### src/rtl/uart_pkg.sv
// Constants and FSM encoding shared by the UART receiver and a future transmitter.
package uart_pkg;

    localparam int DATA_W = 8;

    localparam logic [2:0] ST_IDLE      = 3'd0;
    localparam logic [2:0] ST_START     = 3'd1;
    localparam logic [2:0] ST_DATA      = 3'd2;
    localparam logic [2:0] ST_STOP      = 3'd3;
    localparam logic [2:0] ST_WAIT_HIGH = 3'd4;

    typedef struct packed {
        logic frame_err;
        logic overrun;
    } uart_err_t;

endpackage

### src/rtl/sync_fifo.sv
// Single-clock show-ahead FIFO; a push while full is accepted only if a pop frees a slot in the same cycle.
module sync_fifo #(
    parameter int WIDTH = 8,
    parameter int DEPTH = 4
) (
    input  logic             i_clk,
    input  logic             i_rst,
    input  logic             i_push,
    input  logic             i_pop,
    input  logic [WIDTH-1:0] i_data,
    output logic [WIDTH-1:0] o_data,
    output logic             o_full,
    output logic             o_empty
);

    localparam int AW = $clog2(DEPTH);

    logic [WIDTH-1:0] r_mem [DEPTH];
    logic [AW-1:0]    r_wr_ptr;
    logic [AW-1:0]    r_rd_ptr;
    logic [AW:0]      r_count;

    logic w_do_push;
    logic w_do_pop;

    assign o_empty   = (r_count == '0);
    assign o_full    = (r_count == (AW+1)'(DEPTH));
    assign w_do_pop  = i_pop && !o_empty;
    assign w_do_push = i_push && (!o_full || w_do_pop);
    assign o_data    = r_mem[r_rd_ptr];

    // Storage carries no reset: contents are meaningless while empty.
    always_ff @(posedge i_clk) begin
        if (!i_rst && w_do_push) begin
            r_mem[r_wr_ptr] <= i_data;
        end
    end

    always_ff @(posedge i_clk) begin
        if (i_rst) begin
            r_wr_ptr <= '0;
            r_rd_ptr <= '0;
            r_count  <= '0;
        end else begin
            if (w_do_push) begin
                r_wr_ptr <= r_wr_ptr + 1'b1;
            end
            if (w_do_pop) begin
                r_rd_ptr <= r_rd_ptr + 1'b1;
            end
            case ({w_do_push, w_do_pop})
                2'b10:   r_count <= r_count + 1'b1;
                2'b01:   r_count <= r_count - 1'b1;
                default: r_count <= r_count;
            endcase
        end
    end

endmodule

### src/rtl/uart_rx_fifo.sv
// 8N1 UART receiver with mid-bit sampling feeding a small byte FIFO, plus sticky error flags.
module uart_rx_fifo
    import uart_pkg::*;
#(
    parameter int CLKS_PER_BIT = 16,
    parameter int FIFO_DEPTH   = 4
) (
    input  logic              clk,
    input  logic              rst,
    input  logic              rx,
    input  logic              rd_en,
    input  logic              clr_err,
    output logic [DATA_W-1:0] rd_data,
    output logic              empty,
    output logic              full,
    output logic              frame_err,
    output logic              overrun,
    output logic [2:0]        dbg_state
);

    localparam int          CW   = $clog2(CLKS_PER_BIT);
    localparam logic [CW-1:0] HALF = CW'(CLKS_PER_BIT/2 - 1);
    localparam logic [CW-1:0] LAST = CW'(CLKS_PER_BIT - 1);

    logic              r_rx_meta;
    logic              r_rx_s;
    logic [2:0]        r_state;
    logic [CW-1:0]     r_cnt;
    logic [2:0]        r_idx;
    logic [DATA_W-1:0] r_shift;
    uart_err_t         r_err;

    logic w_stop_done;
    logic w_push;
    logic w_pop;
    logic w_ferr_set;
    logic w_ovr_set;

    always_ff @(posedge clk) begin
        if (rst) begin
            r_rx_meta <= 1'b1;
            r_rx_s    <= 1'b1;
        end else begin
            r_rx_meta <= rx;
            r_rx_s    <= r_rx_meta;
        end
    end

    always_ff @(posedge clk) begin
        if (rst) begin
            r_state <= ST_IDLE;
            r_cnt   <= '0;
            r_idx   <= '0;
            r_shift <= '0;
        end else begin
            case (r_state)
                ST_IDLE: begin
                    r_cnt <= '0;
                    r_idx <= '0;
                    if (!r_rx_s) r_state <= ST_START;
                end
                ST_START: begin
                    // Re-check the start bit at its centre so short glitches are rejected.
                    if (r_cnt == HALF) begin
                        r_cnt   <= '0;
                        r_idx   <= '0;
                        r_state <= r_rx_s ? ST_IDLE : ST_DATA;
                    end else begin
                        r_cnt <= r_cnt + 1'b1;
                    end
                end
                ST_DATA: begin
                    if (r_cnt == LAST) begin
                        r_cnt          <= '0;
                        r_shift[r_idx] <= r_rx_s;
                        r_idx          <= r_idx + 3'd1;
                        if (r_idx == 3'd7) r_state <= ST_STOP;
                    end else begin
                        r_cnt <= r_cnt + 1'b1;
                    end
                end
                ST_STOP: begin
                    if (r_cnt == LAST) begin
                        r_cnt   <= '0;
                        r_state <= r_rx_s ? ST_IDLE : ST_WAIT_HIGH;
                    end else begin
                        r_cnt <= r_cnt + 1'b1;
                    end
                end
                ST_WAIT_HIGH: begin
                    r_cnt <= '0;
                    if (r_rx_s) r_state <= ST_IDLE;
                end
                default: begin
                    r_cnt   <= '0;
                    r_idx   <= '0;
                    r_state <= ST_IDLE;
                end
            endcase
        end
    end

    assign w_stop_done = (r_state == ST_STOP) && (r_cnt == LAST);
    assign w_push      = w_stop_done && r_rx_s;
    assign w_ferr_set  = w_stop_done && !r_rx_s;
    assign w_pop       = rd_en && !empty;
    assign w_ovr_set   = w_push && full && !w_pop;

    // Error sets win over a coincident clear so no event is ever lost.
    always_ff @(posedge clk) begin
        if (rst) begin
            r_err <= '0;
        end else begin
            if (w_ferr_set)   r_err.frame_err <= 1'b1;
            else if (clr_err) r_err.frame_err <= 1'b0;
            if (w_ovr_set)    r_err.overrun   <= 1'b1;
            else if (clr_err) r_err.overrun   <= 1'b0;
        end
    end

    sync_fifo #(
        .WIDTH (DATA_W),
        .DEPTH (FIFO_DEPTH)
    ) u_fifo (
        .i_clk   (clk),
        .i_rst   (rst),
        .i_push  (w_push),
        .i_pop   (w_pop),
        .i_data  (r_shift),
        .o_data  (rd_data),
        .o_full  (full),
        .o_empty (empty)
    );

    assign frame_err = r_err.frame_err;
    assign overrun   = r_err.overrun;
    assign dbg_state = r_state;

endmodule

### config.mk
export PLATFORM = sky130hd
export DESIGN_NAME = uart_rx_fifo
export DESIGN_NICKNAME = d
export VERILOG_FILES = /design/src/rtl/uart_pkg.sv /design/src/rtl/sync_fifo.sv /design/src/rtl/uart_rx_fifo.sv
export SDC_FILE = /design/constraint.sdc
export NUM_CORES = 1
export LEC_CHECK = 0
export CAP_MARGIN = 20
export CORE_ASPECT_RATIO = 0.75
export CORE_UTILIZATION = 40
export DETAILED_ROUTE_END_ITERATION = 6
export DONT_BUFFER_PORTS = 1
export PLACE_DENSITY = 0.56
export SLEW_MARGIN = 20
export SYNTH_ARGS = -nofsm -noshare
export SYNTH_HDL_FRONTEND = slang
export SYNTH_SLANG_ARGS = --single-unit
### constraint.sdc
create_clock -name clk -period 2.5 [get_ports clk]
set_clock_uncertainty 0.2 [all_clocks]
set_input_delay 0.5 -clock clk [delete_from_list [all_inputs] [get_ports clk]]
set_output_delay 0.5 -clock clk [all_outputs]
set_load 0.005 [all_outputs]
Word-level counts from Yosys, hierarchy flattened
Memory sizes are Yosys's and may differ from the RTL's. A register that Yosys moved wholly into a read port is not among the register bits.
Cells that the tools add are included.
{"block": "op_classes", "bitwise": 1, "muxes": 26, "addsub": 6, "n_eq_ne": 16, "reduce_logical": 26, "magnitude_cmp": 2}
{"cell": "$mux W3", "count": 9}
{"cell": "$pmux W3 S5", "count": 1}
{"cell": "$ne A2 B2 Y1 const B", "count": 6}
{"cell": "$logic_and A1 B1 Y1", "count": 10}
{"cell": "$eq A3 B3 Y1 const B", "count": 3}
{"cell": "$pmux W3 S3", "count": 1}
{"cell": "$bwmux W8", "count": 1}
{"cell": "$mux W4", "count": 2}
{"cell": "$pmux W4 S2", "count": 1}
{"cell": "$add A3 B1 Y3 const B", "count": 2}
{"cell": "$eq A3 B2 Y1 const B", "count": 2}
{"cell": "$logic_not A3 Y1", "count": 2}
{"cell": "$mux W1", "count": 6}
{"cell": "$mux W2", "count": 3}
{"cell": "$pmux W3 S2", "count": 1}
{"cell": "$reduce_and A6 Y1", "count": 1}
{"cell": "$reduce_bool A2 Y1", "count": 3}
{"cell": "$logic_not A1 Y1", "count": 5}
{"cell": "$add A2 B1 Y2 const B", "count": 2}
{"cell": "$add A4 B1 Y4 const B", "count": 1}
{"cell": "$eq A4 B3 Y1 const B", "count": 1}
{"cell": "$eq A4 B4 Y1 const B", "count": 1}
{"cell": "$lt A3 B4 Y1 const B", "count": 1}
{"cell": "$reduce_or A2 Y1", "count": 2}
{"cell": "other kinds (10)", "count": 10}
{"block": "word_totals", "memories": 1, "ff_bits": 29, "output_inout_bits": 15, "in_bits": 5, "wordCells": 89, "ram_bits": 32}
{"memory": "u_fifo.r_mem", "words": 4, "width": 8, "read_ports": 1, "rd_clocked_by_memory_dff": 1, "wr": 1, "line": "sync_fifo.sv:18", "source": "logic [WIDTH-1:0] r_mem [DEPTH];"}

Depth between registers and ports, before layout
Gate-level depths: netlist of the first run.
{"block": "logic_depth", "depth_word": 9, "ltp_mapped": 10, "depth_no_buf": 9}

Hierarchy
From an unflattened synthesis of the first run, not the netlist that was laid out.
{"block": "hier_totals", "hier_cells": 231, "hier_area_um2": 2831.5}
{"mod": "sync_fifo", "area_each_um2": 1637.8, "cells_per_inst": 96, "instances": 1, "seq_area_each_um2": 1141.1}
{"mod": "uart_rx_fifo", "area_each_um2": 1193.6, "cells_per_inst": 135, "instances": 1, "seq_area_each_um2": 440.4}

Least setup slack after synthesis of the first run
Ideal clock, no wire load.
{"block": "synth_path", "path_type": "reg-to-reg", "start": "register r_cnt[0]", "end": "register u_fifo.r_count[2]", "arrival_time_ns": 2.092, "synth_period_minus_slack_ns": 2.423, "t_required_ns": 2.169, "path_stages_with_launch": 10, "setup_time_ns": 0.131, "slack_ns": 0.077, "path_cell_list": "dfxtp_1 > ha_1 > nand4_4 > or2_0 > buf_2 > nand2_1 > fa_1 > or4_1 > o211ai_1 > a31oi_1"}
{"block": "synth_between", "elab_chain_len": 6}
{"item": "from (decl)", "line": "uart_rx_fifo.sv:28", "source": "logic [CW-1:0] r_cnt;"}
{"item": "from (signal assigned)", "line": "uart_rx_fifo.sv:69", "source": "r_cnt <= r_cnt + 1'b1;"}
{"item": "from (signal assigned)", "line": "uart_rx_fifo.sv:79", "source": "r_cnt <= r_cnt + 1'b1;"}
{"item": "from (signal assigned)", "line": "uart_rx_fifo.sv:87", "source": "r_cnt <= r_cnt + 1'b1;"}
{"item": "$eq A4 B4 Y1 (*)", "line": "uart_rx_fifo.sv:103", "source": "assign w_stop_done = (r_state == ST_STOP) && (r_cnt == LAST);"}
{"item": "$logic_and A1 B1 Y1 (*)", "line": "uart_rx_fifo.sv:103"}
{"item": "$logic_and A1 B1 Y1 (*)", "line": "uart_rx_fifo.sv:104", "source": "assign w_push = w_stop_done && r_rx_s;"}
{"item": "$logic_and A1 B1 Y1 (*)", "line": "sync_fifo.sv:29", "source": "assign w_do_push = i_push && (!o_full || w_do_pop);"}
{"item": "$eq A2 B1 Y1 / $eq A2 B2 Y1 (equally long branches)", "line": "sync_fifo.sv:51", "source": "case ({w_do_push, w_do_pop})"}
{"item": "$pmux W3 S2 / $reduce_bool A2 Y1 (equally long branches)"}
{"item": "to (signal assigned)", "line": "sync_fifo.sv:52", "source": "2'b10: r_count <= r_count + 1'b1;"}
{"item": "to (signal assigned)", "line": "sync_fifo.sv:53", "source": "2'b01: r_count <= r_count - 1'b1;"}
{"item": "to (signal assigned)", "line": "sync_fifo.sv:54", "source": "default: r_count <= r_count;"}
{"item": "to (decl)", "line": "sync_fifo.sv:21", "source": "logic [AW:0] r_count;"}
Every way passes the cells marked *; elsewhere a longest branch is shown, timed or not.
A chain may end at the register's enable or synchronous reset.

Worst setup path after layout of the first run
Same ends and word-level chain as after synthesis.

==> flow_metrics.tcl, run 1 <==
set metrics [dict create \
    tritoncts "yes" \
    finalSetupViolCount 0 \
    hp-class "in2reg" \
    gr-usage-all-layers_pct 15.1 \
    p_per_area_nw_per_um2 686 \
    rr_startpoint "r_cnt[0]" \
    gp_congestion 0.744 \
    grt_max_degree 28 \
    synth-main-ff-cell "edfxtp_1" \
    die_area_um2 7140 \
    finalWirelength_mm 4.93 \
    coreArea_um2 6440 \
    startpoint "r_cnt[0]" \
    post-cts-setup-buffers 0 \
    relSlewSlack_pct 58.4 \
    syn_area_per_cell_um2 12.6 \
    async_flop_share_pct 0 \
    die_height_um 73.4 \
    cts.sinks 63 \
    synth_cells 216 \
    firstDrtPassIters 4 \
    period_share_pct 94.6 \
    tightest_slew_ps 623 \
    nets 235 \
    path_max_fanout 4 \
    synth_edf_count 32 \
    syn2layout_area_growth_pct 12.2 \
    grt_pass1_vias 1574 \
    numCtsBuffers 9 \
    cp_cell_sequence "ha_1, nand4_4, or2_0, nand2_1, fa_1, or4_1, o211ai_1, a31oi_1" \
    place.detailed.hpwl_mm 3.31 \
    synth-seq-cells 63 \
    cellLeakagePower_nw 1.08 \
    ir_worst_vdd_mv 0.281 \
    fp.dieW_um 97.2 \
    hold-worst-slack_ps 33.3 \
    htree_levels 3 \
    hold_violations 0 \
    fin_crit_ps 2370 \
    first_iter_violations 72 \
    endpoint_kind "flip-flop" \
    drive_above_1_share_pct 20.3 \
    cts.reportedPaths.clkPinSlew_ps 80 \
    cts_root_buf "clkbuf_8" \
    overflow 0 \
    worstSetupEndpoint "u_fifo.r_count[2]" \
    cp.required_ps 2510 \
    crit_type "reg2reg" \
    clkLatencyLatePin_ps 340 \
    vias 1661 \
    min-delay-start "rst" \
    final_util_pct 47.4 \
    tns_ps 0 \
    cts.path.max_buffers 2 \
    ios 20 \
    vias_per_cell 5.39 \
    r2r_cells 8 \
    cap_violations 0 \
    grt_antenna_before_repair 0 \
    finalMaxSlewViolations 0 \
    status "finished, final reports clean" \
    syn-num-nets 229 \
    yosys_warnings 0 \
    fillers 594 \
    r2r_slack_ps 130 \
    synthesis.area_um2 2720 \
    initial_utilization_pct 42.2 \
    route.detailed.drc 0 \
    worst_path_largest_cell_delay_ps 510 \
    ctsResizeCount 0 \
    crit_arrival_ps 2380 \
    wl_per_cell_um 16.0 \
    ff_latch_area_um2 1580 \
    drtAntennaViolNets 0 \
    rsz0062_at_grt "false" \
    placement_rows 25 \
    cts_hold_buf 0 \
    yosysUniqueCellTypes 46 \
    cpMaxStageDelayCell "or4_1" \
    num_antenna_cells 0 \
    grt_pass1_wl_mm 8.11 \
    portBuffers 0 \
    worst_r2r_endpoint "u_fifo.r_count[2]" \
    critPathLaunchType "flip-flop" \
    multi_input_area_um2 1050 \
    fmax_mhz 423 \
    ys_seq_area_share_pct 58.1 \
]
-- layer usage --
layer	global-route usage (%)	vias up	routed length (µm)
met5	0	-	0
met4	5.56	0	48
met3	5.61	4	249
met2	22.5	31	2230
met1	20.4	815	2400
li1	-	811	-
-- logic make-up (layout without fill, tap and decap cells) --
family	count (synthesis)	in the layout	share of synthesized area, %
buf+inv	21	32	3.31
flops	63	63	58.1
compound gates	20	20	5.34
simple gates	80	80	16.9
mux	19	19	10.8
fa+ha+maj	8	8	3.96
xor+xnor	5	5	1.61
-- sequential cells by signal, summed over array words and instances (netlist names), named ones only --
| signal | flops |
|---|---|
| r_rx_meta | 1 |
| frame_err | 1 |
| u_fifo.r_rd_ptr | 2 |
| u_fifo.r_mem | 32 |
| r_cnt | 4 |
| r_idx | 3 |
| u_fifo.r_count | 3 |
| overrun | 1 |
| r_rx_s | 1 |
| u_fifo.r_wr_ptr | 2 |
| r_shift | 8 |
| dbg_state | 3 |
-- report_power, final --
part | internal, mW | switching (mW)
Clock | 0.573 | 0.427
Sequential | 1.08 | 0.00122
Combinational | 0.00655 | 0.00979
-- cell usage after synthesis (2+ instances only) --
cell type | number | area [µm²]
clkbuf_1 | 4 | 15.0
and2_2 | 4 | 30.0
nand4_1 | 4 | 25.0
nor3_1 | 8 | 40.0
o32a_1 | 2 | 20.0
or2_2 | 3 | 18.8
xor2_1 | 2 | 17.5
o21ai_0 | 5 | 25.0
xnor2_1 | 3 | 26.3
nand3b_1 | 4 | 30.0
ha_1 | 7 | 87.6
nor2_1 | 25 | 93.8
edfxtp_1 | 32 | 961
nand4b_1 | 5 | 43.8
inv_1 | 7 | 26.3
mux4_2 | 8 | 180
mux2_2 | 2 | 22.5
nand2_1 | 9 | 33.8
nor2b_1 | 3 | 18.8
a22oi_1 | 2 | 15.0
a22o_1 | 2 | 17.5
nor3b_1 | 3 | 22.5
buf_2 | 8 | 40.0
mux2i_1 | 9 | 90.1
nand3_1 | 4 | 20.0
dfxtp_1 | 31 | 621
-- stage by stage --
step | instances | power, mW | instance area (µm²) | setup WS (ps)
after floorplan | 216 | 1.12 | 2720 | 76.9
after global placement | 292 | 1.12 | 2830 | 192
after detailed placement | 292 | 1.12 | 2830 | 145
after CTS | 308 | 2.12 | 3050 | 126
after global routing | 308 | 2.16 | 3050 | 3.40
final | 308 | 2.09 | 3050 | 134
-- worst max-delay path, delay by kind of cell (launching register included) --
kind / cells / cell delay (ps)
and+or+nand+nor: 4 / 860
DFF: 1 / 330
AOI/OAI and AO/OA: 2 / 200
adders and majority gates: 2 / 660
-- area by class of cell --
| type | instances | share of cell area [%] |
|---|---|---|
| multi-input cells | 132 | 34.4 |
| clock inverters | 7 | 3.36 |
| flip-flops and latches | 63 | 51.8 |
| well taps | 81 | 3.32 |
| repair buffers | 9 | 2.21 |
| clock buffers | 9 | 4.06 |
| inverters | 7 | 0.861 |
-- worst min path at each step --
stage	endpoint	slack, ps	depth (start not counted)
after floorplan	r_rx_s	190	1
final	r_shift[0]	30	1
after detailed placement	r_rx_s	200	1
after global routing	frame_err	10	1
after CTS	r_shift[0]	7	1
after global placement	r_rx_s	200	1
-- placed cells by master, fill, tap and decap left out, types with 3 or more instances in the layout --
master,instances
xnor2_1,3
mux2i_1,9
nor2_1,25
edfxtp_1,32
nor3_1,8
mux4_2,8
ha_1,7
nor3b_1,3
nand4_1,4
nand2_1,9
inv_1,7
nand3b_1,4
o21ai_0,5
nand4b_1,5
and2_2,4
clkbuf_8,9
inv_6,3
nand3_1,4
buf_4,9
nor2b_1,3
or2_2,3
dfxtp_1,31
Note: power is estimated with default switching activity, not from simulation.
==> inputs of run 2 (changes only) <==
--- a/config.mk
+++ b/config.mk
@@ -7,10 +7,10 @@
 export LEC_CHECK = 0
 export CAP_MARGIN = 20
 export CORE_ASPECT_RATIO = 0.75
-export CORE_UTILIZATION = 40
+export CORE_UTILIZATION = 60
 export DETAILED_ROUTE_END_ITERATION = 6
 export DONT_BUFFER_PORTS = 1
-export PLACE_DENSITY = 0.56
+export PLACE_DENSITY = 0.76
 export SLEW_MARGIN = 20
 export SYNTH_ARGS = -nofsm -noshare
 export SYNTH_HDL_FRONTEND = slang
==> constraint.sdc (replaced) <==
create_clock -name clk -period 2.88 [get_ports clk]
set_clock_uncertainty 0.2 [all_clocks]
set_input_delay 0.576 -clock clk [delete_from_list [all_inputs] [get_ports clk]]
set_output_delay 0.576 -clock clk [all_outputs]
set_load 0.005 [all_outputs]
==> run 2 against run 1 <==
Routed wire length down 3.3%. Flip-flop and latch count unchanged. Non-clock buffer count down 8. Global-route usage up 8.3 points. Final cell count down 11%. Die area down 33%. Sequential share of layout area up 2.1 points. Core utilization up 22 points. Largest power group unchanged.
==> flow_metrics.tcl, run 2 (synthesis gave the netlist of run 1 again) <==
set metrics [dict create \
    drive_above_1_share_pct 16.0 \
    critPathLaunchType "flip-flop" \
    tritoncts "yes" \
    place.detailed.hpwl_mm 3.28 \
    relSlewSlack_pct 57.5 \
    hold_violations 0 \
    initial_utilization_pct 64.7 \
    ios 20 \
    tns_ps 0 \
    coreArea_um2 4200 \
    grt_max_degree 28 \
    endpoint_kind "flip-flop" \
    num_antenna_cells 0 \
    clkLatencyLatePin_ps 340 \
    largest_register_ffs 32 \
    hp-class "in2reg" \
    final_util_pct 69.7 \
    min-delay-start "rst" \
    grt_antenna_before_repair 0 \
    r2r_slack_ps 360 \
    p_per_area_nw_per_um2 579 \
    cts_root_buf "clkbuf_8" \
    firstDrtPassIters 4 \
    gr-usage-all-layers_pct 23.5 \
    grt_pass1_wl_mm 7.91 \
    ctsResizeCount 0 \
    cp_cell_sequence "ha_1, nand4_4, or2_0, nand2_1, fa_1, or4_1, o211ai_1, a31oi_1" \
    status "finished, final reports clean" \
    crit_family "simple AND/OR/NAND/NOR gates" \
    layout_common_cells "edfxtp_1 (32), dfxtp_1 (31), nor2_1 (25)" \
    route.detailed.drc 0 \
    crit_type "reg2reg" \
    nets 227 \
    die_area_um2 4810 \
    syn2layout_area_growth_pct 7.73 \
    grt_pass1_vias 1601 \
    largest-register "u_fifo.r_mem" \
    cp.required_ps 2900 \
    portBuffers 0 \
    htree_levels 3 \
    gp_congestion 0.924 \
    vias_per_cell 6.15 \
    post-cts-setup-buffers 0 \
    placement_rows 20 \
    vias 1685 \
    cts_hold_buf 0 \
    largestRegisters "u_fifo.r_mem (32), r_shift (8), r_cnt (4)" \
    path_max_fanout 6 \
    worst_r2r_endpoint "u_fifo.r_count[2]" \
    cap_violations 0 \
    fp.dieW_um 79.7 \
    layout_commonest_cell "edfxtp_1" \
    worstHoldPathCells 1 \
    r2r_cells 8 \
    finalSetupViolCount 0 \
    drtAntennaViolNets 0 \
    fmax_mhz 397 \
    first_iter_violations 127 \
    cts.reportedPaths.clkPinSlew_ps 70 \
    cts.path.max_buffers 2 \
    die_height_um 60.3 \
    cellLeakagePower_nw 1.03 \
    fillers 282 \
    ir_worst_vdd_mv 0.552 \
    wl_per_cell_um 17.4 \
    whs_endpoint "r_idx[0]" \
    rsz0062_at_grt "false" \
    overflow 0 \
    tightest_slew_ps 636 \
    finalMaxSlewViolations 0 \
    fin_crit_ps 2520 \
    cpMaxStageDelayCell "or4_1" \
    numCtsBuffers 9 \
    rr_startpoint "r_cnt[0]" \
    cts.sinks 63 \
    period_share_pct 87.5 \
    finalWirelength_mm 4.77 \
    worst_path_largest_cell_delay_ps 520 \
    cp_num_buf_inv 0 \
    crit_arrival_ps 2540 \
]
run 2: power by group:
group	internal (mW)	leakage (nW)	switching [mW]
Clock	0.436	0.102	0.311
Combinational	0.00450	0.385	0.00510
Sequential	0.935	0.547	0.00397
Total	1.38	1.03	0.320
run 2: worst register-to-register path: stages (launching register included):
cell	delay [ps]
dfxtp_1	330
ha_1	300
nand4_4	170
or2_0	150
nand2_1	80
fa_1	420
or4_1	520
o211ai_1	120
a31oi_1	100
run 2: worst max-delay path by stage:
stage                                    to  startpoint  slack [ps]  cells past startpoint
after global placement    u_fifo.r_count[2]    r_cnt[0]         510                      8
after CTS                 u_fifo.r_count[2]    r_cnt[0]         360                      8
final                     u_fifo.r_count[2]    r_cnt[0]         360                      8
after global routing      u_fifo.r_count[2]    r_cnt[0]         180                      8
after floorplan           u_fifo.r_count[2]    r_cnt[0]         460                      9
after detailed placement  u_fifo.r_count[2]    r_cnt[0]         380                      8
run 2: cell type report:
class	count	area (µm²)	share of cell area, %
Inverter	7	26.3	0.897
Sequential cell	63	1580	54.0
Timing Repair Buffer	1	7.51	0.256
Tap cell	55	68.8	2.35
Clock inverter	5	46.3	1.58
Multi-Input combinational cell	132	1050	35.8
Clock buffer	11	151	5.17
run 2: per-stage QoR:
| step | std cells | setup WS [ps] | hold slack [ps] | cell area (µm²) | total power, mW |
|---|---|---|---|---|---|
| after CTS | 274 | 362 | 83.5 | 2930 | 1.71 |
| after detailed placement | 258 | 381 | 207 | 2730 | 0.968 |
| after global placement | 258 | 507 | 195 | 2730 | 0.967 |
| after global routing | 274 | 179 | 78.7 | 2930 | 1.76 |
| final | 274 | 360 | 102 | 2930 | 1.70 |
| after floorplan | 216 | 457 | 189 | 2720 | 0.971 |
run 2: metal layers:
layer	global-route usage [%]	share of wire [%]	up-vias
met3	11.0	6.2	8
met1	29.2	44	841
li1	-	-	789
met2	36.8	48	47
met5	0	0	-
met4	7.91	1.6	0
